### config.mk
export PLATFORM = sky130hd
export DESIGN_NAME = turing_machine_multi
export DESIGN_NICKNAME = d
export VERILOG_FILES = /design/src/rtl/turing_pkg.sv /design/src/rtl/edge_pulse.sv /design/src/rtl/turing_machine_multi.sv
export SDC_FILE = /design/constraint.sdc
export NUM_CORES = 1
export LEC_CHECK = 0
export BUFFER_PORTS_ARGS = -buffer_cell sky130_fd_sc_hd__buf_2
export CAP_MARGIN = 20
export CORE_AREA = 2 2 261 263
export DETAILED_ROUTE_END_ITERATION = 10
export DIE_AREA = 0 0 263 265
export PLACE_DENSITY = 0.56
export SLEW_MARGIN = 20
export SYNTH_ARGS = -nofsm -noshare
export SYNTH_HDL_FRONTEND = slang
export SYNTH_SLANG_ARGS = --single-unit
### constraint.sdc
create_clock -name clock -period 3.3 [get_ports clock]
set_clock_uncertainty 0.2 [all_clocks]
set_input_delay 0.66 -clock clock [delete_from_list [all_inputs] [get_ports clock]]
set_output_delay 0.66 -clock clock [all_outputs]
set_load 0.005 [all_outputs]
### src/rtl/turing_pkg.sv
// Shared types for the multi-symbol Turing machine: phases, faults, step
// substates, head-move encoding and the default program-table entry layout.
package turing_pkg;

  typedef enum logic [1:0] {
    PH_PROG = 2'b00,
    PH_TAPE = 2'b01,
    PH_RUN  = 2'b10,
    PH_HALT = 2'b11
  } phase_e;

  typedef enum logic [1:0] {
    FLT_NONE    = 2'b00,
    FLT_LEFT    = 2'b01,
    FLT_RIGHT   = 2'b10,
    FLT_TIMEOUT = 2'b11
  } fault_e;

  typedef enum logic {
    SUB_FETCH = 1'b0,
    SUB_EXEC  = 1'b1
  } sub_e;

  localparam logic [1:0] DIR_STAY     = 2'b00;
  localparam logic [1:0] DIR_RIGHT    = 2'b01;
  localparam logic [1:0] DIR_LEFT     = 2'b10;
  localparam logic [1:0] DIR_STAY_ALT = 2'b11;

  localparam int TM_SYM_W = 2;
  localparam int TM_SW    = 3;

  typedef struct packed {
    logic [TM_SYM_W-1:0] write_sym;
    logic [1:0]          dir;
    logic [TM_SW-1:0]    next_state;
  } entry_t;

endpackage

### src/rtl/edge_pulse.sv
// Rising-edge detector for a button-style level input; the one-cycle strobe
// is registered so the consumer acts one cycle after the edge is sampled.
module edge_pulse (
  input  logic clock,
  input  logic reset_n,
  input  logic level,
  output logic pulse
);

  logic level_r;
  logic pulse_r;

  // Delayed copy of the level and the registered rising-edge strobe
  always_ff @(posedge clock or negedge reset_n) begin
    if (!reset_n) begin
      level_r <= 1'b0;
      pulse_r <= 1'b0;
    end else begin
      level_r <= level;
      pulse_r <= level & ~level_r;
    end
  end

  assign pulse = pulse_r;

endmodule

### src/rtl/turing_machine_multi.sv
// Multi-symbol Turing machine core: button-driven program/tape load, two-cycle
// FETCH/EXEC steps in free-run or single-step mode, halt/fault detection.
module turing_machine_multi
  import turing_pkg::*;
#(
  parameter int NUM_STATES = 8,
  parameter int SYM_W      = TM_SYM_W,
  parameter int TAPE_LEN   = 64,
  parameter int MAX_STEPS  = 4096,
  parameter int SW         = $clog2(NUM_STATES),
  parameter int AW         = $clog2(TAPE_LEN),
  parameter int ENTRY_W    = SYM_W + 2 + SW,
  parameter int CW         = $clog2(MAX_STEPS + 1)
) (
  input  logic               clock,
  input  logic               reset_n,
  input  logic [ENTRY_W-1:0] input_data,
  input  logic               next,
  input  logic               done,
  input  logic               run_mode,
  output logic [1:0]         phase,
  output logic [SW-1:0]      state_out,
  output logic [AW-1:0]      head_addr,
  output logic [SYM_W-1:0]   head_sym,
  output logic [SYM_W-1:0]   read_sym,
  output logic [CW-1:0]      step_count,
  output logic               compute_done,
  output logic [1:0]         fault
);

  localparam int TBL_N = NUM_STATES * (2 ** SYM_W);
  localparam int TW    = SW + SYM_W;
  localparam int WP_MX = (TBL_N > TAPE_LEN) ? TBL_N : TAPE_LEN;
  localparam int WPW   = $clog2(WP_MX + 1);

  typedef struct packed {
    logic [SYM_W-1:0] write_sym;
    logic [1:0]       dir;
    logic [SW-1:0]    next_state;
  } tbl_entry_t;

  logic [ENTRY_W-1:0] table_r [TBL_N];
  logic [SYM_W-1:0]   tape_r  [TAPE_LEN];

  phase_e     phase_r;
  sub_e       sub_r;
  fault_e     fault_r;
  tbl_entry_t entry_r;
  logic [SW-1:0]  state_r;
  logic [AW-1:0]  head_r;
  logic [AW-1:0]  read_addr_r;
  logic [CW-1:0]  step_r;
  logic [WPW-1:0] wptr_r;
  logic           done_flag_r;

  logic           next_raw_s;
  logic           done_p_s;
  logic           next_p_s;
  logic [SYM_W-1:0] head_sym_s;
  logic [TW-1:0]  tbl_widx_s;
  logic [AW-1:0]  tape_widx_s;
  logic [AW-1:0]  move_head_s;
  fault_e         edge_fault_s;
  logic           halt_s;
  fault_e         halt_fault_s;

  edge_pulse u_next_edge (
    .clock   (clock),
    .reset_n (reset_n),
    .level   (next),
    .pulse   (next_raw_s)
  );

  edge_pulse u_done_edge (
    .clock   (clock),
    .reset_n (reset_n),
    .level   (done),
    .pulse   (done_p_s)
  );

  // A simultaneous done edge suppresses next
  assign next_p_s    = next_raw_s & ~done_p_s;
  assign head_sym_s  = tape_r[head_r];
  assign tbl_widx_s  = wptr_r[TW-1:0];
  assign tape_widx_s = wptr_r[AW-1:0];

  // Head movement for the fetched entry, blocked at either tape edge
  always_comb begin
    move_head_s  = head_r;
    edge_fault_s = FLT_NONE;
    case (entry_r.dir)
      DIR_RIGHT: begin
        if (head_r == AW'(TAPE_LEN - 1)) begin
          edge_fault_s = FLT_RIGHT;
        end else begin
          move_head_s = head_r + AW'(1'b1);
        end
      end
      DIR_LEFT: begin
        if (head_r == {AW{1'b0}}) begin
          edge_fault_s = FLT_LEFT;
        end else begin
          move_head_s = head_r - AW'(1'b1);
        end
      end
      default: begin
        move_head_s  = head_r;
        edge_fault_s = FLT_NONE;
      end
    endcase
  end

  // Halt decision for the executing step: halt state, then edges, then step limit
  always_comb begin
    halt_s       = 1'b0;
    halt_fault_s = FLT_NONE;
    if (entry_r.next_state == SW'(NUM_STATES - 1)) begin
      halt_s       = 1'b1;
      halt_fault_s = FLT_NONE;
    end else if (edge_fault_s != FLT_NONE) begin
      halt_s       = 1'b1;
      halt_fault_s = edge_fault_s;
    end else if (step_r == CW'(MAX_STEPS - 1)) begin
      halt_s       = 1'b1;
      halt_fault_s = FLT_TIMEOUT;
    end else begin
      halt_s       = 1'b0;
      halt_fault_s = FLT_NONE;
    end
  end

  // Phase sequencer, step engine and table/tape writes
  always_ff @(posedge clock or negedge reset_n) begin
    if (!reset_n) begin
      phase_r     <= PH_PROG;
      sub_r       <= SUB_FETCH;
      fault_r     <= FLT_NONE;
      entry_r     <= '0;
      state_r     <= '0;
      head_r      <= '0;
      read_addr_r <= '0;
      step_r      <= '0;
      wptr_r      <= '0;
      done_flag_r <= 1'b0;
      for (int i = 0; i < TBL_N; i++) table_r[i] <= '0;
      for (int i = 0; i < TAPE_LEN; i++) tape_r[i] <= '0;
    end else begin
      case (phase_r)
        PH_PROG: begin
          if (done_p_s) begin
            phase_r <= PH_TAPE;
            wptr_r  <= '0;
          end else if (next_p_s && (wptr_r < WPW'(TBL_N))) begin
            table_r[tbl_widx_s] <= input_data;
            wptr_r              <= wptr_r + WPW'(1'b1);
          end
        end
        PH_TAPE: begin
          if (done_p_s) begin
            phase_r <= PH_RUN;
            sub_r   <= SUB_FETCH;
            state_r <= '0;
            head_r  <= '0;
            step_r  <= '0;
            fault_r <= FLT_NONE;
          end else if (next_p_s && (wptr_r < WPW'(TAPE_LEN))) begin
            tape_r[tape_widx_s] <= input_data[SYM_W-1:0];
            wptr_r              <= wptr_r + WPW'(1'b1);
          end
        end
        PH_RUN: begin
          if (sub_r == SUB_FETCH) begin
            if (run_mode || next_p_s) begin
              entry_r <= tbl_entry_t'(table_r[{state_r, head_sym_s}]);
              sub_r   <= SUB_EXEC;
            end
          end else begin
            tape_r[head_r] <= entry_r.write_sym;
            state_r        <= entry_r.next_state;
            head_r         <= move_head_s;
            step_r         <= step_r + CW'(1'b1);
            sub_r          <= SUB_FETCH;
            if (halt_s) begin
              phase_r     <= PH_HALT;
              fault_r     <= halt_fault_s;
              read_addr_r <= '0;
              done_flag_r <= 1'b1;
            end
          end
        end
        PH_HALT: begin
          if (done_p_s) begin
            phase_r     <= PH_TAPE;
            wptr_r      <= '0;
            done_flag_r <= 1'b0;
          end else if (next_p_s) begin
            read_addr_r <= (read_addr_r == AW'(TAPE_LEN - 1)) ? {AW{1'b0}}
                                                               : read_addr_r + AW'(1'b1);
          end
        end
        default: phase_r <= PH_PROG;
      endcase
    end
  end

  assign phase        = phase_r;
  assign state_out    = state_r;
  assign head_addr    = head_r;
  assign head_sym     = head_sym_s;
  assign read_sym     = tape_r[read_addr_r];
  assign step_count   = step_r;
  assign compute_done = done_flag_r;
  assign fault        = fault_r;

endmodule

==> results of run 1 <==
-- critical path, cell delays in order (launching register included) --
cell and delay, ns:
dfrtp_2 0.43, buf_6 0.12, buf_6 0.09, mux4_2 0.49
a22oi_2 0.18, buf_4 0.16, o31ai_4 0.08, a211o_4 0.35
nor2_4 0.16, inv_4 0.08, buf_6 0.12, buf_6 0.10
-- layer usage --
metal  share of wire  track usage  vias to the layer above
li1                -            -                     8931
met3           0.070      0.04236                      179
met5               0            0                        -
met2            0.48       0.3877                      923
met1            0.41       0.3084                    10330
met4           0.040      0.09822                        0
-- final timing paths --
check | startpoint | endpoint | slack, ns | depth (start not counted)
min | u_next_edge.level_r$_DFF_PN0_ | u_next_edge.pulse$_DFF_PN0_ | 0.20 | 1
max in group asynchronous | reset_n | table_r[62]$_DFFE_PN0P_ | 1.63 | 3
min in group asynchronous | reset_n | tape_r[56]$_DFFE_PN0P_ | 0.39 | 2
min reg2reg | u_next_edge.level_r$_DFF_PN0_ | u_next_edge.pulse$_DFF_PN0_ | 0.20 | 1
max reg2reg | head_addr[0]$_DFFE_PN0P_ | entry_r[5]$_DFFE_PN0P_ | -0.35 | 17
max | head_addr[0]$_DFFE_PN0P_ | head_sym[0] | -0.53 | 11
-- cells in the final DEF (no fill, tap or decap), drive strengths merged, types with 6 or more instances in the layout --
master   netlist  final
dfrtp        404    404
nand2        333    333
buf           40    272
mux2         251    251
o21ai        203    203
nor2          99     99
o22a          83     83
nand3         78     78
clkbuf       153     64
nand4         60     60
mux4          60     60
a31oi         59     59
o31ai         47     47
a21oi         45     45
o221ai        45     45
o21a          44     44
inv           36     39
o211ai        29     29
nor3          23     23
nand2b        19     19
ha            17     17
nor2b         16     16
nor4          14     14
mux2i         14     14
clkinv         0     10
xor2           9      9
o41ai          9      9
o22ai          8      8
nand4b         8      8
a32oi          8      8
or2            7      7
a22oi          7      7
o31a           6      6
a211oi         6      6
a2111oi        6      6
a221oi         6      6
-- registers in the layout, summed over array words and instances (netlist names), 3 cells and up --
name / flops
read_addr_r: 6
tape_r: 128
head_addr: 6
wptr_r: 7
state_out: 3
entry_r: 7
table_r: 224
step_count: 13
-- power by group through the flow --
stage                     Clock, mW  Combinational [mW]  Sequential, mW
after detailed placement          0                12.5            6.36
after CTS                      5.54                13.7            6.28
after global routing           5.74                15.0            6.37
final                          5.45                14.2            6.31
after global placement            0                12.4            6.34
after floorplan                   0                7.23            6.04
-- timing repair --
action | CTS | global route
hold endpoints to repair | 41 | 0
gates resized for setup | 62 | 24
cloned | 5 | 1
pin swaps | 22 | 18
hold buffers | 3 | 0
endpoints found under the setup margin | 11 | 11
setup buffers | 21 | 10
-- cells by family after synthesis --
kind of cell,synth area share
xor+xnor,0.004908
buf+inv,0.04018
mux,0.1871
simple gates,0.1351
fa+ha+maj,0.01003
flops,0.4358
compound gates,0.1869
-- stage by stage --
| step | utilization | instances |
|---|---|---|
| finish | 0.4190 | 3348 |
| global route | 0.4190 | 3347 |
| CTS | 0.4173 | 3341 |
| detailed placement | 0.3849 | 3229 |
| global placement | 0.3849 | 3229 |
| floorplan | - | 2307 |
-- layout make-up --
class	count	area, um2
diodes	1	2.502
clock buffers	63	1325
clock inverters	21	264.0
fillers	6331	38810
inverters	36	137.6
multi-input cells	1674	12440
flip-flops and latches	404	10110
well taps	873	1092
repair buffers	276	2618
==> impl_results.md, run 1 <==
* Synth area leader: dfrtp_1
* Crit Path Max Fanout at 5
* Psw at 11.06 mW
* CP Class: flop to output pin
* Synth Instances at 2307
* Synth top cells by count: dfrtp_1 (404), nand2_1 (332), mux2_2 (249)
* Int Pwr at 14.91 mW
* Die Y at 265 um
* TritonCTS clock tree: built
* H-Tree Depth at 2
* Via-to-Cell Ratio at 6.081
* Starting density of the core at 0.3473
* Leakage dissipation at 11.04 nW
* Final Max Tran Viols at 0
* Total gr overflow at 0
* I/O Buffers at 42
* Final TNS setup at -3.808 ns
* CP arrival at 2.97 ns
* HP Class: flop to flop
* Final Power at 25.97 mW
* Nets at 2468
* Post-route ant nets at 0
* RSZ-0062 raised after global routing: true
* CTS Buffer Depth at 3
* Final hold vios at 0
* Slew margin rel. at 0.4041
* Reg clk slew, reported paths at 0.06 ns
* Achievable Freq at 261.2 MHz
* RePlAce Congestion at 0.9323
* Yosys Warn Count at 0
* Layout cells sized above 1 at 0.2939
* Critical Path Sink Type: output pin
* Routed via count at 20.36k
* Worst IR drop on VDD at 0.6301 mV
* PD cells at 927.8 nW/um2
* Cell variety after synth at 77
* TritonCTS Buffers at 46
* First-pass GRT wire length at 127.9 mm
* Outcome: finished with violations
* Sequential Power Share at 0.243
* FP Rows at 95
* Largest net degree at the start of global routing at 140
* Synth async-reset ratio at 1.000
* Predominant post-synthesis flop cell: dfrtp_1
* FF+latch count, synth at 404
* Syn_area_per_cell at 10.06 um2
* Initial DRC Count at 1869
* Vias in the first global route at 20.35k
* Routed WL per cell at 25.02 um
* GRT Util Overall at 0.2364
* Dpl hpwl at 55.48 mm
* Seq/Total Area, Yosys at 0.4358
* Full die area at 69700 um2
* Die W at 263 um
* Startpoint Class: flop
* Critical Path RT at 2.44 ns
* Post-route DRC at 0
* Post-route minimum period at 3.829 ns
* Clk sinks at 404
* Top cells by area, synth: dfrtp_1 (44%), mux2_2 (12%), nand2_1 (5.4%)
* Dpl ws at -0.2911 ns
* Initial antenna violation count at 1
* Number of I/O pins at 43
* Max-cap violation count at 0
* Failing checks: setup timing
* Syn_nets at 2337
* Post-Syn Area at 23200 um2
* Comb pwr share at 0.547
* Net Sw Frac at 0.4259
* Fin crit share at 1.160
* Final setup fails at 11
* Fin area at 27990 um2
* Worst slew pin tran at 0.8938 ns
* Number of flops mapped to enable cells by yosys at 0
* Core footprint at 66800 um2
* Clock Tree Root: clkbuf_16
* Most frequent cell after synthesis: dfrtp_1
* Post-DP Area at 25710 um2
* Final worst slack at -0.5289 ns
* Worst-Skew Late Latency at 0.60 ns
* Fin Hold WS at 0.1986 ns
* WL final at 83.76 mm
* Synth top area share at 0.4358
* Clock Power Share at 0.210
* Layout area overhead at 20.65%
* DR pass1 iterations at 5
Power figures use the tool's default switching activity.
==> run 2, diff against run 1 <==
Settings changed: REMOVE_ABC_BUFFERS set to 1, SETUP_SLACK_MARGIN set to 0.05.
==> run 2 against run 1 <==
Compared with the run above:
- the run still ends with setup timing left
- global-route usage grew 0.056 points
- wire length grew 0.51%
- worst hold slack gained 0.0033 ns
- first-iteration DRC count grew 1.2%
- setup slack lost 0.025 ns
- clock-buffer cell count grew 8
- critical endpoint unchanged
- critical path depth shrank 1
- core utilization grew 0.37 points
- via count grew 0.97%
==> impl_results.md, run 2 (synthesized netlist as in run 1, its figures left out) <==
* WL final at 84.19 mm (was 83.76 mm)
* Core footprint at 66800 um2 (unchanged)
* Slew margin rel. at 0.3785 (was 0.4041)
* Final worst slack at -0.5536 ns (was -0.5289 ns)
* Nets at 2483 (was 2468)
* Post-route DRC at 0 (unchanged)
* Leakage dissipation at 11.16 nW (was 11.04 nW)
* Fin cells at 3365 (was 3348)
* CP max stage delay at 0.48 ns (was 0.49 ns)
* Outcome: finished with violations (unchanged)
* Dpl hpwl at 55.40 mm (was 55.48 mm)
* Fin Hold WS at 0.2019 ns (was 0.1986 ns)
* Crit Path Max Fanout at 5 (unchanged)
* Layout cells sized above 1 at 0.3002 (was 0.2939)
* Critical Path RT at 2.44 ns (about the same)
* DR pass1 iterations at 5 (unchanged)
* HP Class: flop to flop (unchanged)
* Core Util, Final at 0.4227 (was 0.4190)
* TritonCTS clock tree: built (unchanged)
* Reg2Reg Launch Point: head_addr[0]$_DFFE_PN0P_ (unchanged)
* RSZ-0062 raised after global routing: true (unchanged)
* Worst-Skew Late Latency at 0.61 ns (was 0.60 ns)
* Crit-path most repeated cell: buf_12 (was buf_6)
* Most frequent cells in the layout: dfrtp_1 (400), nand2_1 (327), mux2_2 (247), o21ai_0 (193), buf_4 (190) (was dfrtp_1 (400), nand2_1 (326), mux2_2 (247), o21ai_0 (191), buf_4 (175))
* Final TNS setup at -4.236 ns (was -3.808 ns)
* Routed via count at 20.56k (was 20.36k)
* Routed WL per cell at 25.02 um (about the same)
* Total gr overflow at 0 (unchanged)
* Final hold vios at 0 (unchanged)
* Initial DRC Count at 1892 (was 1869)
* Clock Tree Root: clkbuf_16 (unchanged)
* Worst hold path startpoint: u_next_edge.level_r$_DFF_PN0_ (unchanged)
* CP Class: flop to output pin (unchanged)
* Max reg flops at 224 (unchanged)
* RePlAce Congestion at 0.9334 (was 0.9323)
* Die Y at 265 um (unchanged)
* Initial antenna violation count at 0 (was 1)
* Starting density of the core at 0.3473 (unchanged)
* PD cells at 926.3 nW/um2 (was 927.8 nW/um2)
* Post-route minimum period at 3.854 ns (was 3.829 ns)
* Largest Register: table_r (unchanged)
* Dpl cells at 3241 (was 3229)
* Worst IR drop on VDD at 0.5848 mV (was 0.6301 mV)
* Slowest stage cell, crit path: mux4_2 (unchanged)
* Failing checks: setup timing (unchanged)
* Commonest non-fill, non-tap cell in the layout: dfrtp_1 (unchanged)
* Crit-path cells: buf_12 -> buf_12 -> mux4_2 -> mux2_4 -> a22oi_2 -> buf_4 -> o211ai_4 -> nor2_4 -> inv_4 -> buf_6 (was buf_6 -> buf_6 -> mux4_2 -> a22oi_2 -> buf_4 -> o31ai_4 -> a211o_4 -> nor2_4 -> inv_4 -> buf_6 -> buf_6)
* Achievable Freq at 259.5 MHz (was 261.2 MHz)
* TritonCTS Buffers at 48 (was 46)
* Startpoint Class: flop (unchanged)
* Critical Path Sink Type: output pin (unchanged)
* CP arrival at 2.99 ns (was 2.97 ns)
* I/O Buffers at 42 (unchanged)
* Full die area at 69700 um2 (unchanged)
* First-pass GRT wire length at 127.5 mm (was 127.9 mm)
* Critical path origin: head_addr[0]$_DFFE_PN0P_ (unchanged)
* GRT Util Overall at 0.2369 (was 0.2364)
* Vias in the first global route at 20.51k (was 20.35k)
* Max-cap violation count at 0 (unchanged)
* FP Rows at 95 (unchanged)
* Largest net degree at the start of global routing at 147 (was 140)
* Via-to-Cell Ratio at 6.108 (was 6.081)
* Die W at 263 um (unchanged)
* Reg clk slew, reported paths at 0.06 ns (about the same)
* Final Max Tran Viols at 0 (unchanged)
* Number of I/O pins at 43 (unchanged)
* Dpl ws at -0.6952 ns (was -0.2911 ns)
* Fillers at 6352 (was 6331)
* H-Tree Depth at 2 (unchanged)
* Post-route ant nets at 0 (unchanged)
* # diodes at 0 (was 1)
* Worst slew pin tran at 0.9322 ns (was 0.8938 ns)
* Layout area overhead at 21.72% (was 20.65%)
* Final setup fails at 11 (unchanged)
* CTS Buffer Depth at 3 (unchanged)
* Clk sinks at 404 (unchanged)
* Fin crit share at 1.168 (was 1.160)
-- run 2: cell count changes in the layout (fill, tap and decap cells not counted), sizes merged --
cell,before,now
clkinv,10,8
inv,39,38
clkbuf,64,71
buf,272,286
diode,1,0
-- run 2: stage by stage --
stage          power, mW  area (um2)
2_1_floorplan      12.62       22400
3_3_place_gp       18.85       25820
3_5_place_dp       18.92       25820
4_1_cts            25.36       27960
5_1_grt            27.30       28240
6_report           26.16       28240
-- run 2: repair_timing --
item	in CTS	in global routing
pin swaps	13	22
hold endpoints to repair	58	0
gates resized for setup	45	57
gates cloned	4	0
endpoints found under the setup margin	11	13
setup buffers	16	16
hold buffers	3	0
-- run 2: routing by layer --
metal	up-vias	GRT usage	routed length, um
li1	8959	-	-
met1	10520	0.3088	35420
met2	864	0.3927	40190
met3	215	0.02982	4774
met4	0	0.1114	3806
met5	-	0	0
-- run 2: layout make-up --
cell class / instances / area (um2) / share of cell area
well taps: 873 / 1092 / 0.03868
flip-flops and latches: 404 / 10110 / 0.3582
clock buffers: 71 / 1418 / 0.05020
repair buffers: 289 / 2678 / 0.09482
multi-input cells: 1674 / 12540 / 0.4441
inverters: 36 / 137.6 / 0.004874
clock inverters: 18 / 256.5 / 0.009083
-- run 2: final timing paths --
| check | cells past startpoint | endpoint | slack [ns] |
|---|---|---|---|
| worst max-delay path | 10 | head_sym[0] | -0.55 |
| max in group asynchronous | 3 | read_addr_r[0]$_DFFE_PN0P_ | 1.46 |
| worst min register to register | 1 | u_next_edge.pulse$_DFF_PN0_ | 0.20 |
| min in group asynchronous | 2 | tape_r[61]$_DFFE_PN0P_ | 0.46 |
| worst min-delay path | 1 | u_next_edge.pulse$_DFF_PN0_ | 0.20 |
| worst max register to register | 16 | entry_r[2]$_DFFE_PN0P_ | -0.42 |
-- run 2: report_power, final --
part | internal [mW] | switching, mW
registers | 5.64 | 0.697
clock network | 3.38 | 2.28
logic | 6.06 | 8.10
total | 15.1 | 11.1
-- run 2: critical path, delay by kind of cell (launching register included) --
| kind | cells | cell delay, ns |
|---|---|---|
| AO/OA/AOI/OAI | 2 | 0.35 |
| buffers and inverters | 5 | 0.61 |
| flip-flops | 1 | 0.45 |
| multiplexers | 2 | 0.78 |
| AND/OR/NAND/NOR | 1 | 0.18 |
==> run 3, diff against run 2 <==
Settings changed: BUFFER_PORTS_ARGS -buffer_cell sky130_fd_sc_hd__buf_2 to unset, DONT_BUFFER_PORTS set to 1, PLACE_DENSITY 0.56 to 0.55.
==> run 3 against run 2 <==
Compared with the run above:
- the run ends with hold timing, slew limit, setup timing left
- clock-buffer cell count fell by 4
- via count fell by 0.38%
- core utilization fell by 0.30 points
- sequential share of layout area rose by 0.26 points
- die area did not move
- design area fell by 0.71%
- worst hold slack got worse by 0.62 ns
- first-iteration DRC count rose by 8.9%
- final cell count fell by 1.8%
- total power fell by 1.5%
- critical path type unchanged
- critical endpoint unchanged
- largest cell class unchanged
- highest routed layer is now met5
==> impl_results.md, run 3 (synthesized netlist as in run 1, its figures left out) <==
* Outcome: finished with violations (unchanged)
* Failing checks: hold timing, slew limit, setup timing (was setup timing)
* Startpoint Class: flop (unchanged)
* Commonest non-fill, non-tap cell in the layout: dfrtp_1 (unchanged)
* FP Rows at 95 (unchanged)
* Final hold vios at 268 (was 0)
* WL final at 85.17 mm (was 84.19 mm)
* DR pass1 iterations at 6 (was 5)
* GRT Util Overall at 0.2387 (was 0.2369)
* Achievable Freq at 266.8 MHz (was 259.5 MHz)
* Final Max Tran Viols at 284 (was 0)
* Total gr overflow at 0 (unchanged)
* TritonCTS clock tree: built (unchanged)
* FF-to-FF path depth at 14 (was 16)
* Critical Path Sink Type: output pin (unchanged)
* Full die area at 69700 um2 (unchanged)
* Worst-Skew Late Latency at 0.60 ns (was 0.61 ns)
* Worst IR drop on VDD at 0.7053 mV (was 0.5848 mV)
* Initial DRC Count at 2061 (was 1892)
* Slew margin rel. at -0.4362 (was 0.3785)
* Leakage dissipation at 10.88 nW (was 11.16 nW)
* Final Power at 25.77 mW (was 26.16 mW)
* Post-route minimum period at 3.748 ns (was 3.854 ns)
* Post-route DRC at 0 (unchanged)
* HP Class: primary input to asynchronous set/reset pin (was flop to flop)
* Starting density of the core at 0.3473 (unchanged)
* Vias in the first global route at 20.29k (was 20.51k)
* TritonCTS Buffers at 48 (unchanged)
* Clk sinks at 404 (unchanged)
* Fin Hold WS at -0.4174 ns (was 0.2019 ns)
* Critical path origin: head_addr[0]$_DFFE_PN0P_ (unchanged)
* Routed via count at 20.48k (was 20.56k)
* First-pass GRT wire length at 128.3 mm (was 127.5 mm)
* Critical path endpoint: head_sym[0] (unchanged)
* Most frequent cells in the layout: dfrtp_1 (400), nand2_1 (329), mux2_2 (246), o21ai_0 (190), buf_4 (160) (was dfrtp_1 (400), nand2_1 (327), mux2_2 (247), o21ai_0 (193), buf_4 (190))
* # diodes at 0 (unchanged)
* Nets at 2423 (was 2483)
* CP Class: flop to output pin (unchanged)
* PD cells at 919.0 nW/um2 (was 926.3 nW/um2)
* Die Y at 265 um (unchanged)
* Layout cells sized above 1 at 0.2834 (was 0.3002)
* Die W at 263 um (unchanged)
* Post-DP Area at 25300 um2 (was 25820 um2)
* Final worst slack at -0.4482 ns (was -0.5536 ns)
* Fillers at 6368 (was 6352)
* Fin area at 28040 um2 (was 28240 um2)
* Post-route ant nets at 0 (unchanged)
* Largest net degree at the start of global routing at 405 (was 147)
* Max reg flops at 224 (unchanged)
* Largest Register: table_r (unchanged)
* Max-cap violation count at 0 (unchanged)
* Routed WL per cell at 25.78 um (was 25.02 um)
* RSZ-0062 raised after global routing: true (unchanged)
* Crit Path Max Fanout at 7 (was 5)
* Dpl hpwl at 53.06 mm (was 55.40 mm)
* Core Util, Final at 0.4197 (was 0.4227)
* Via-to-Cell Ratio at 6.197 (was 6.108)
* Clock Tree Root: clkbuf_16 (unchanged)
* Worst slew pin tran at 2.154 ns (was 0.9322 ns)
* CP arrival at 2.89 ns (was 2.99 ns)
* I/O Buffers at 0 (was 42)
* Reg2reg end: entry_r[5]$_DFFE_PN0P_ (was entry_r[2]$_DFFE_PN0P_)
* Reg clk slew, reported paths at 0.07 ns (was 0.06 ns)
* Reg2Reg Launch Point: head_addr[0]$_DFFE_PN0P_ (unchanged)
* Layout area overhead at 20.86% (was 21.72%)
* Core footprint at 66800 um2 (unchanged)
* CTS Buffer Depth at 3 (unchanged)
* Critical Path RT at 2.44 ns (about the same)
* Number of I/O pins at 43 (unchanged)
* Reg-to-reg setup timing slack at -0.29 ns (was -0.42 ns)
* Initial antenna violation count at 7 (was 0)
* Fin crit share at 1.136 (was 1.168)
* Final setup fails at 11 (unchanged)
* RePlAce Congestion at 0.9056 (was 0.9334)
* H-Tree Depth at 2 (unchanged)
-- run 3: cell count changes in the layout (fill, tap and decap cells not counted), moves of 7 or more --
cell,delta
dlygate4sd3_1,+14
buf_6,-7
o31ai_4,+8
clkinv_2,+7
buf_2,-39
a21oi_1,-9
o31ai_1,-11
a21oi_2,+9
buf_4,-30
-- run 3: final cells by class --
cell class | instances | area [um2] | area share
clock inverter | 21 | 195.2 | 0.006961
tap | 873 | 1092 | 0.03896
clock buffer | 67 | 1373 | 0.04895
multi-input combinational | 1674 | 12710 | 0.4533
sequential | 404 | 10110 | 0.3607
timing repair buffer | 229 | 2416 | 0.08617
inverter | 36 | 137.6 | 0.004909
-- run 3: worst min path at each step --
stage,startpoint,endpoint,depth (start not counted)
finish,reset_n,tape_r[59]$_DFFE_PN0P_,0
global route,reset_n,tape_r[122]$_DFFE_PN0P_,0
CTS,reset_n,tape_r[119]$_DFFE_PN0P_,0
detailed placement,u_next_edge.level_r$_DFF_PN0_,u_next_edge.pulse$_DFF_PN0_,1
global placement,u_done_edge.level_r$_DFF_PN0_,u_done_edge.pulse$_DFF_PN0_,1
floorplan,reset_n,compute_done$_DFFE_PN0P_,0
-- run 3: per-stage QoR --
stage	setup WS [ns]	setup TNS [ns]	cells
2_1_floorplan	-3.000	-356.85	2114
3_3_place_gp	-0.5339	-2.856	3169
3_5_place_dp	-0.5768	-3.059	3169
4_1_cts	-0.4534	-2.723	3295
5_1_grt	-0.4903	-3.822	3304
6_report	-0.4482	-3.067	3304
-- run 3: layer usage --
metal / global-route usage / up-vias / part of all wire
met5: 0.009009 / - / 0.0010
li1: - / 8827 / -
met4: 0.1004 / 2 / 0.042
met2: 0.3872 / 968 / 0.47
met3: 0.03883 / 229 / 0.074
met1: 0.3162 / 10450 / 0.41
-- run 3: worst max-delay path: stages, from the launching register on --
cell and delay, ns:
dfrtp_2 0.42, buf_12 0.15, mux4_2 0.51, mux2_4 0.28, a22oi_2 0.27, buf_4 0.18, o211ai_4 0.10, nor2_4 0.17
inv_4 0.07, buf_6 0.12
-- run 3: where the power goes --
part           internal [mW]  leakage (nW)  total (mW)  switching, mW
Sequential              5.64          4.61        6.34          0.704
Clock                   3.07         0.783        5.38           2.31
Combinational           5.92          5.49        14.0           8.12
-- run 3: what timing repair did --
item / 4_1_cts / 5_1_grt
resized for setup: 71 / 52
cloned: 7 / 2
endpoints found under the setup margin: 11 / 18
pin swaps: 18 / 27
buffers inserted: 14 / 7
hold buffers: 17 / 2
endpoints found under the hold margin: 545 / 412
